<file path="src/rtl/conv_window_sequencer.sv">
// conv_window_sequencer
//   Walks K x K convolution windows over an IMG_W x IMG_H image held in a
//   single-port memory. Output positions go in raster order. Inside a window
//   the kernel column offset (kc) steps fastest, then the kernel row (kr).
//   Only one memory read is in flight at a time. Each fetched pixel is then
//   offered on a valid/ready stream, with window-first/last tags and the
//   output coordinate of its window.
//
// Ports
//   clk        : single clock, rising edge
//   reset      : synchronous, active-high; clears every output
//   start      : one-cycle frame request, accepted only in IDLE
//   busy       : high from the cycle after start until the done cycle
//   done       : one-cycle pulse after the final pixel handshake
//   mem_re     : memory read enable (one cycle per pixel)
//   mem_addr   : read address, valid while mem_re is high
//   mem_rdata  : read data, arrives one cycle after mem_re
//   pix_data   : pixel presented to the datapath
//   pix_valid  : pix_data valid
//   pix_ready  : datapath accepts when pix_valid && pix_ready
//   win_first  : pixel is kernel offset (0,0)
//   win_last   : pixel is kernel offset (K-1,K-1)
//   out_row    : output row of the window being streamed
//   out_col    : output column of the window being streamed
module conv_window_sequencer #(
   parameter int IMG_W  = 640,
   parameter int IMG_H  = 640,
   parameter int K      = 3,
   parameter int STRIDE = 1,
   parameter int ADDR_W = 25,
   parameter int DATA_W = 8
) (
   input  logic              clk,
   input  logic              reset,
   input  logic              start,
   output logic              busy,
   output logic              done,
   output logic              mem_re,
   output logic [ADDR_W-1:0] mem_addr,
   input  logic [DATA_W-1:0] mem_rdata,
   output logic [DATA_W-1:0] pix_data,
   output logic              pix_valid,
   input  logic              pix_ready,
   output logic              win_first,
   output logic              win_last,
   output logic [15:0]       out_row,
   output logic [15:0]       out_col
);

   localparam int OUT_W = (IMG_W - K) / STRIDE + 1;
   localparam int OUT_H = (IMG_H - K) / STRIDE + 1;

   typedef enum logic [2:0] {IDLE, FETCH, WAIT, HOLD, DONE} state_t;

   state_t              state_q;
   logic                busy_q, done_q, mem_re_q, pix_valid_q;
   logic                win_first_q, win_last_q;
   logic [ADDR_W-1:0]   mem_addr_q;
   logic [DATA_W-1:0]   pix_data_q;
   logic [15:0]         out_row_q, out_col_q;

   // Walk position: kernel offset inside the window and the window's output coordinate
   logic [3:0]          kc_q, kr_q;
   logic [15:0]         col_q, row_q;

   logic [3:0]          kc_d, kr_d;
   logic [15:0]         col_d, row_d;
   logic                kc_last, kr_last, col_last, row_last, frame_last;
   logic [ADDR_W-1:0]   nxt_addr;

   function automatic logic [ADDR_W-1:0] calc_addr(input logic [15:0] r, input logic [15:0] c,
                                                   input logic [3:0] kr, input logic [3:0] kc);
      logic [ADDR_W-1:0] img_r, img_c;
      img_r = ADDR_W'(r) * ADDR_W'(STRIDE) + ADDR_W'(kr);
      img_c = ADDR_W'(c) * ADDR_W'(STRIDE) + ADDR_W'(kc);
      return img_r * ADDR_W'(IMG_W) + img_c;
   endfunction

   // Next walk position (taken on a handshake) and the address it points at
   always_comb begin
      kc_last    = (kc_q == 4'(K - 1));
      kr_last    = (kr_q == 4'(K - 1));
      col_last   = (col_q == 16'(OUT_W - 1));
      row_last   = (row_q == 16'(OUT_H - 1));
      frame_last = kc_last && kr_last && col_last && row_last;
      kc_d  = kc_q;
      kr_d  = kr_q;
      col_d = col_q;
      row_d = row_q;
      if (!kc_last) begin
         kc_d = kc_q + 4'd1;
      end else begin
         kc_d = 4'd0;
         if (!kr_last) begin
            kr_d = kr_q + 4'd1;
         end else begin
            kr_d = 4'd0;
            if (!col_last) begin
               col_d = col_q + 16'd1;
            end else begin
               col_d = 16'd0;
               row_d = row_q + 16'd1;
            end
         end
      end
      nxt_addr = calc_addr(row_d, col_d, kr_d, kc_d);
   end

   always_ff @(posedge clk) begin
      if (reset) begin
         state_q     <= IDLE;
         busy_q      <= 1'b0;
         done_q      <= 1'b0;
         mem_re_q    <= 1'b0;
         mem_addr_q  <= '0;
         pix_data_q  <= '0;
         pix_valid_q <= 1'b0;
         win_first_q <= 1'b0;
         win_last_q  <= 1'b0;
         out_row_q   <= '0;
         out_col_q   <= '0;
         kc_q        <= '0;
         kr_q        <= '0;
         col_q       <= '0;
         row_q       <= '0;
      end else begin
         // done and mem_re are single-cycle strobes unless re-armed below
         done_q   <= 1'b0;
         mem_re_q <= 1'b0;
         case (state_q)
            IDLE: begin
               if (start) begin
                  state_q    <= FETCH;
                  busy_q     <= 1'b1;
                  mem_re_q   <= 1'b1;
                  mem_addr_q <= '0;
                  kc_q       <= '0;
                  kr_q       <= '0;
                  col_q      <= '0;
                  row_q      <= '0;
               end
            end
            FETCH: state_q <= WAIT;
            WAIT: begin
               // Read data lands now; tags and coordinates are latched with it
               pix_data_q  <= mem_rdata;
               pix_valid_q <= 1'b1;
               win_first_q <= (kc_q == 4'd0) && (kr_q == 4'd0);
               win_last_q  <= kc_last && kr_last;
               out_row_q   <= row_q;
               out_col_q   <= col_q;
               state_q     <= HOLD;
            end
            HOLD: begin
               if (pix_ready) begin
                  pix_valid_q <= 1'b0;
                  kc_q        <= kc_d;
                  kr_q        <= kr_d;
                  col_q       <= col_d;
                  row_q       <= row_d;
                  if (frame_last) begin
                     state_q <= DONE;
                     busy_q  <= 1'b0;
                     done_q  <= 1'b1;
                  end else begin
                     state_q    <= FETCH;
                     mem_re_q   <= 1'b1;
                     mem_addr_q <= nxt_addr;
                  end
               end
            end
            DONE:    state_q <= IDLE;
            default: state_q <= IDLE;
         endcase
      end
   end

   assign busy      = busy_q;
   assign done      = done_q;
   assign mem_re    = mem_re_q;
   assign mem_addr  = mem_addr_q;
   assign pix_data  = pix_data_q;
   assign pix_valid = pix_valid_q;
   assign win_first = win_first_q;
   assign win_last  = win_last_q;
   assign out_row   = out_row_q;
   assign out_col   = out_col_q;

endmodule
</file>
<file path="config.mk">
export PLATFORM = sky130hd
export DESIGN_NAME = conv_window_sequencer
export DESIGN_NICKNAME = d
export VERILOG_FILES = /design/src/rtl/conv_window_sequencer.sv
export SDC_FILE = /design/constraint.sdc
export NUM_CORES = 1
export LEC_CHECK = 0
export CELL_PAD_IN_SITES_DETAIL_PLACEMENT = 2
export CELL_PAD_IN_SITES_GLOBAL_PLACEMENT = 2
export CORE_ASPECT_RATIO = 0.5
export CORE_MARGIN = 1
export CORE_UTILIZATION = 34
export DETAILED_ROUTE_END_ITERATION = 10
export GPL_ROUTABILITY_DRIVEN = 0
export HOLD_SLACK_MARGIN = 0.08
export PLACE_DENSITY = 0.9
export RECOVER_POWER = 50
export SYNTH_ARGS = -nofsm -noshare
export SYNTH_HDL_FRONTEND = slang
export SYNTH_SLANG_ARGS = --single-unit
</file>
<file path="constraint.sdc">
create_clock -name clk -period 7.65 [get_ports clk]
set_input_delay 1.9125 -clock clk [delete_from_list [all_inputs] [get_ports clk]]
set_output_delay 1.9125 -clock clk [all_outputs]
set_load 0.01 [all_outputs]
</file>
==> impl_metrics.ini, run 1 <==
[logic_synthesis]
synthTopCellsByCount = nand2_1 (139), dfxtp_1 (114), nor2_1 (103)
ys_seq_area_share_pct = 30.2
yosysMostFrequentCell = nand2_1
yosys_most_used_dff = dfxtp_1
syn_area_sq_mm = 0.00756
synth_top_cell_by_area = dfxtp_1
netlist_instances = 956
syn-num-nets = 1027
ys_top_cells_by_area = dfxtp_1 (30%), ha_1 (9.3%), nand2_1 (6.9%)
synth_edf_count = 0
ys_warn_count = 0
synthArstFlopShare_pct = 0
synth_top_area_share_pct = 30.2
avgSynthCellArea_sq_um = 7.91
synth_cell_type_count = 83
ys_ff_latch = 114

[routing]
drcViolationCount = 0
drt_first_pass_iters = 5
wl_per_cell_um = 25.0
drtAntennaViolNets = 0
vias_per_cell = 6.03
dr_total_vias = 7937
totalWireLength_mm = 32.9
dr.first_iter.drc_count = 584

[placement]
placed_cell_area_sq_mm = 0.00858
port_buffers = 82
pre_cts_slack_ns = 0.155
post-dp-hpwl_mm = 21.8
dp_cells = 1285

[die]
die_height_um = 107
start_util_pct = 34.8
rows = 38
dieArea_sq_mm = 0.0229
ios = 83
fp.coreArea_sq_mm = 0.0217
die_w_um = 213

[power_and_ir_drop]
ir_drop_uv = 160
power_mw = 1.50
p_leak_nw = 3.73
p_per_area_mw_per_mm2 = 163

[sta]
tns_ns = 0
rsz0062_at_grt = no
tightest_slew_ns = 4.52
finalCritPeriodShare_pct = 94.1
min_period_ns = 7.20
fmaxAchievable_mhz = 139
finalHoldViolations = 0
finalWorstSetupSlack_ns = 0.452
relSlewSlack_pct = -201
report.final.slew_viol_count = 96
finalSetupViolCount = 0
clock_skew_ns = 0.00935
whs_ns = 0.460

[worst_hold_path]
hold_class = flop to flop

[layout]
design_area_sq_mm = 0.00916
area_delta_synth_final_pct = 21.3
multi_input_area_sq_mm = 0.00496
nFillCells = 2396
seqCellArea_sq_mm = 0.00228
nets = 1075
layout-drive-gt1-share_pct = 6.40
finalNonFillerCells = 1317
post-route-util_pct = 42.2

[clock_tree]
post_cts.repair.setup_buffers = 0
cts_tree = yes
clk_latency_ns = 0.44
cts_max_level = 4
clk_pin_slew_worst_paths_ns = 0.05
clk_root_buffer_cell = clkbuf_16
clock_path_buffers = 2
numCtsBuffers = 17
cts_sinks = 114

[outcome]
outcome = complete, but fails checks
violations = max-capacitance violations, max-slew violations

[global_routing]
grt_pass1_vias = 8627
grt-ovfl-total = 0
grt_pass1_wl_mm = 51.0
grt_max_degree = 96
antenna_found_initial = 2
grt_use_total_pct = 29.3

[worst_setup_path]
crit_type = flop to flop
worstSetupEndpointType = flop
cp_data_required_time_ns = 7.97
path_max_fanout = 10
critPathLaunchType = flop
cp_data_arrival_time_ns = 7.52

[run]
maxCapViolCount = 1
-- layer usage --
metal	routed length, um	vias to the layer above	GRT usage (%)
li1	-	3506	-
met1	14100	4014	35.9
met2	15700	316	48.8
met3	2270	99	7.67
met4	895	2	11.6
met5	12	-	0
-- worst max-delay path, stage by stage, from the launching register on --
cell and delay (ns):
dfxtp_1 0.35, inv_1 0.11, ha_1 0.20, or3b_1 0.55
nor4_4 0.41, nand2_1 0.38, o21ai_1 0.47, ha_1 0.34
a21o_1 0.18, a21oi_1 0.25, xnor2_1 0.25, ha_1 0.31
ha_1 0.33, ha_1 0.38, and3_1 0.36, o211ai_1 0.18
nor4b_1 0.60, o21ai_0 0.31, o211ai_1 0.57, nand4_1 0.19
xnor2_1 0.17, a22o_1 0.19
-- registers in the layout, summed over array words and instances (netlist names), 3 cells and up --
signal	flops
col_q	16
kc_q	4
kr_q	4
mem_addr	25
out_col	16
out_row	16
pix_data	8
row_q	16
state_q	3
-- repair_timing --
item,CTS,global route
endpoints found under the setup margin,3,6
gates resized for setup,1,3
hold buffers,0,0
-- cells by family after synthesis --
family | after synthesis | synth area share [%]
and+or+nand+nor | 397 | 26.5
AOI/OAI and AO/OA | 227 | 20.1
buffers and inverters | 85 | 4.42
xor gates and xnor gates | 68 | 7.88
adders and majority gates | 59 | 10.1
muxes | 6 | 0.811
DFF | 114 | 30.2
-- cell usage in the layout (no fill, tap or decap), drive strengths merged, types with 19 or more instances in the layout --
| cell | count |
|---|---|
| nor2 | 103 |
| nand2 | 139 |
| ha | 56 |
| nand3 | 19 |
| a22oi | 41 |
| a21oi | 81 |
| o21ai | 27 |
| dlygate4sd3 | 45 |
| clkbuf | 23 |
| inv | 23 |
| xor2 | 23 |
| dfxtp | 114 |
| clkdlybuf4s50 | 36 |
| xnor2 | 45 |
| nor3 | 21 |
-- layout make-up --
class	count	share of cell area [%]
Tap cell	300	4.10
Antenna cell	2	0.0546
Timing Repair Buffer	91	9.58
Multi-Input combinational cell	757	54.1
Inverter	23	0.942
Sequential cell	114	24.9
Clock buffer	21	5.13
Clock inverter	9	1.17
-- worst paths after layout --
kind | from | to | slack [ns] | depth (start not counted)
worst min-delay path | mem_addr[21] | mem_addr[21] | 0.46 | 1
worst max-delay path | kc_q[0] | mem_addr[18] | 0.45 | 21
worst min register to register | mem_addr[21] | mem_addr[21] | 0.46 | 1
worst max register to register | kc_q[0] | mem_addr[18] | 0.45 | 21
-- report_power, final --
group	switching, mW	leakage (nW)	internal, mW
sequential	0.00476	0.920	0.599
combinational	0.0567	2.53	0.0209
clock	0.315	0.281	0.500
total	0.376	3.73	1.12
No activity file was read; power rests on OpenSTA's default activity.
==> run 2, diff against run 1 <==
--- a/config.mk
+++ b/config.mk
@@ -15,6 +15,7 @@
 export HOLD_SLACK_MARGIN = 0.08
 export PLACE_DENSITY = 0.9
 export RECOVER_POWER = 50
+export SETUP_SLACK_MARGIN = 0.2
 export SYNTH_ARGS = -nofsm -noshare
 export SYNTH_HDL_FRONTEND = slang
 export SYNTH_SLANG_ARGS = --single-unit
==> impl_metrics.ini, run 2 (synthesis results as in run 1) <==
[outcome]
outcome = complete, but fails checks
violations = max-capacitance violations, max-slew violations

[sta]
rsz0062_at_grt = no
report.final.slew_viol_count = 96
finalSetupViolCount = 0
finalCritPeriodShare_pct = 93.1
fmaxAchievable_mhz = 140
finalHoldViolations = 0
tns_ns = 0
clock_skew_ns = 0.00810
relSlewSlack_pct = -200
tightest_slew_ns = 4.50
min_period_ns = 7.12
whs_ns = 0.459

[worst_setup_path]
max_stage_delay_ns = 0.60
critPathLaunchType = flop
cpMostUsedCell = ha_1
cp_data_arrival_time_ns = 7.44
cp_data_required_time_ns = 7.97
critPathTopFamily = simple AND/OR/NAND/NOR gates
worst_path_max_delay_cell = nor4b_1
crit_buf_inv = 0
worstSetupEndpointType = flop
crit_type = flop to flop
path_max_fanout = 8
crit_chain = nor4b_1, nand4b_2, nor2_1, nand2_1, xnor2_1, ha_1, a21oi_1, o21bai_1, o211ai_1, nor4_2, xnor2_1, ha_1, ha_1, a21oi_1, nor2b_1, o31a_1, a31o_2, o2111ai_1, nand2_1, or2_0, a221o_1

[power_and_ir_drop]
power_frac_comb_pct = 5.2
p_sw_share_pct = 25.1
p_per_area_mw_per_mm2 = 163
power.share.clock_pct = 54.4
p_leak_nw = 3.74
p_switching_uw = 376
p_seq_share_pct = 40.4
p_int_mw = 1.12
ir_drop_uv = 160

[layout]
nets = 1075
design_area_sq_mm = 0.00918
finalNonFillerCells = 1317
post-route-util_pct = 42.2
seqCellArea_sq_mm = 0.00228
nFillCells = 2397
area_delta_synth_final_pct = 21.4
most-common-layout-cells = nand2_1 (138), dfxtp_1 (114), nor2_1 (103)
multi_input_area_sq_mm = 0.00497
layout-drive-gt1-share_pct = 6.70
largest_register_ffs = 25
mostFrequentLayoutCell = nand2_1

[global_routing]
grt_max_degree = 96
grt_pass1_wl_mm = 51.0
grt_use_total_pct = 29.3
grt_pass1_vias = 8630
grt-ovfl-total = 0
antenna_found_initial = 2

[routing]
dr.first_iter.drc_count = 506
drt_first_pass_iters = 5
wl_per_cell_um = 25.1
vias_per_cell = 6.02
dr_total_vias = 7930
drcViolationCount = 0
totalWireLength_mm = 33.0
drtAntennaViolNets = 0

[die]
rows = 38
die_height_um = 107
ios = 83
dieArea_sq_mm = 0.0229
die_w_um = 213
fp.coreArea_sq_mm = 0.0217
start_util_pct = 34.8

[placement]
placed_cell_area_sq_mm = 0.00858
post-dp-hpwl_mm = 21.8
dp_cells = 1285
port_buffers = 82

[clock_tree]
clock_path_buffers = 2
cts_max_level = 4
clk_root_buffer_cell = clkbuf_16
cts_tree = yes
cts_sinks = 114
hold_buffers = 0
post_cts.repair.setup_buffers = 0
clk_pin_slew_worst_paths_ns = 0.05
clk_latency_ns = 0.44
numCtsBuffers = 17

[run]
maxCapViolCount = 1

[worst_hold_path]
hold_class = flop to flop
[run 2: cell counts in the layout (fill, tap and decap cells not counted)]
Identical to the previous run, type by type.
[run 2: cell type report]
cell class,instances,share of cell area [%]
diodes,2,0.0545
clock buffers,21,5.13
clock inverters,9,1.17
inverters,23,0.941
multi-input cells,757,54.2
flip-flops and latches,114,24.9
well taps,300,4.09
repair buffers,91,9.57
[run 2: stage by stage]
stage	worst slack, ns	total power, mW
finish	0.526	1.50
global route	0.274	1.54
CTS	0.366	1.51
detailed placement	0.155	0.694
global placement	0.896	0.691
floorplan	1.67	0.661
[run 2: final timing paths]
path                              startpoint           end  slack (ns)  cells past startpoint
worst max-delay path                col_q[9]  mem_addr[24]        0.53                     21
worst min-delay path            mem_addr[21]  mem_addr[21]        0.46                      1
worst max register to register      col_q[9]  mem_addr[24]        0.53                     21
worst min register to register  mem_addr[21]  mem_addr[21]        0.46                      1
[run 2: per-layer routing]
layer	wire, um	track usage [%]
met5	12	0
met4	925	11.6
met3	2300	7.67
met2	15700	48.9
met1	14100	36.0
[run 2: power groups by stage]
stage | clock network [mW] | registers (mW) | logic, mW
finish | 0.814 | 0.604 | 0.0778
global route | 0.852 | 0.605 | 0.0821
CTS | 0.822 | 0.604 | 0.0792
detailed placement | 0 | 0.617 | 0.0772
global placement | 0 | 0.616 | 0.0745
floorplan | 0 | 0.617 | 0.0442
[run 2: worst reg2reg max path, stage by stage, from the launching register on]
cell	delay [ns]
dfxtp_1	0.47
nor4b_1	0.60
nand4b_2	0.39
nor2_1	0.59
nand2_1	0.17
xnor2_1	0.20
ha_1	0.39
a21oi_1	0.13
o21bai_1	0.40
o211ai_1	0.26
nor4_2	0.57
xnor2_1	0.21
ha_1	0.34
ha_1	0.40
a21oi_1	0.32
nor2b_1	0.12
o31a_1	0.35
a31o_2	0.30
o2111ai_1	0.10
nand2_1	0.15
or2_0	0.25
a221o_1	0.29
[run 2: repair_timing]
| action | 4_1_cts | 5_1_grt |
|---|---|---|
| resized for setup | 3 | 4 |
| endpoints found under the setup margin | 4 | 7 |
| pin swaps | 0 | 0 |
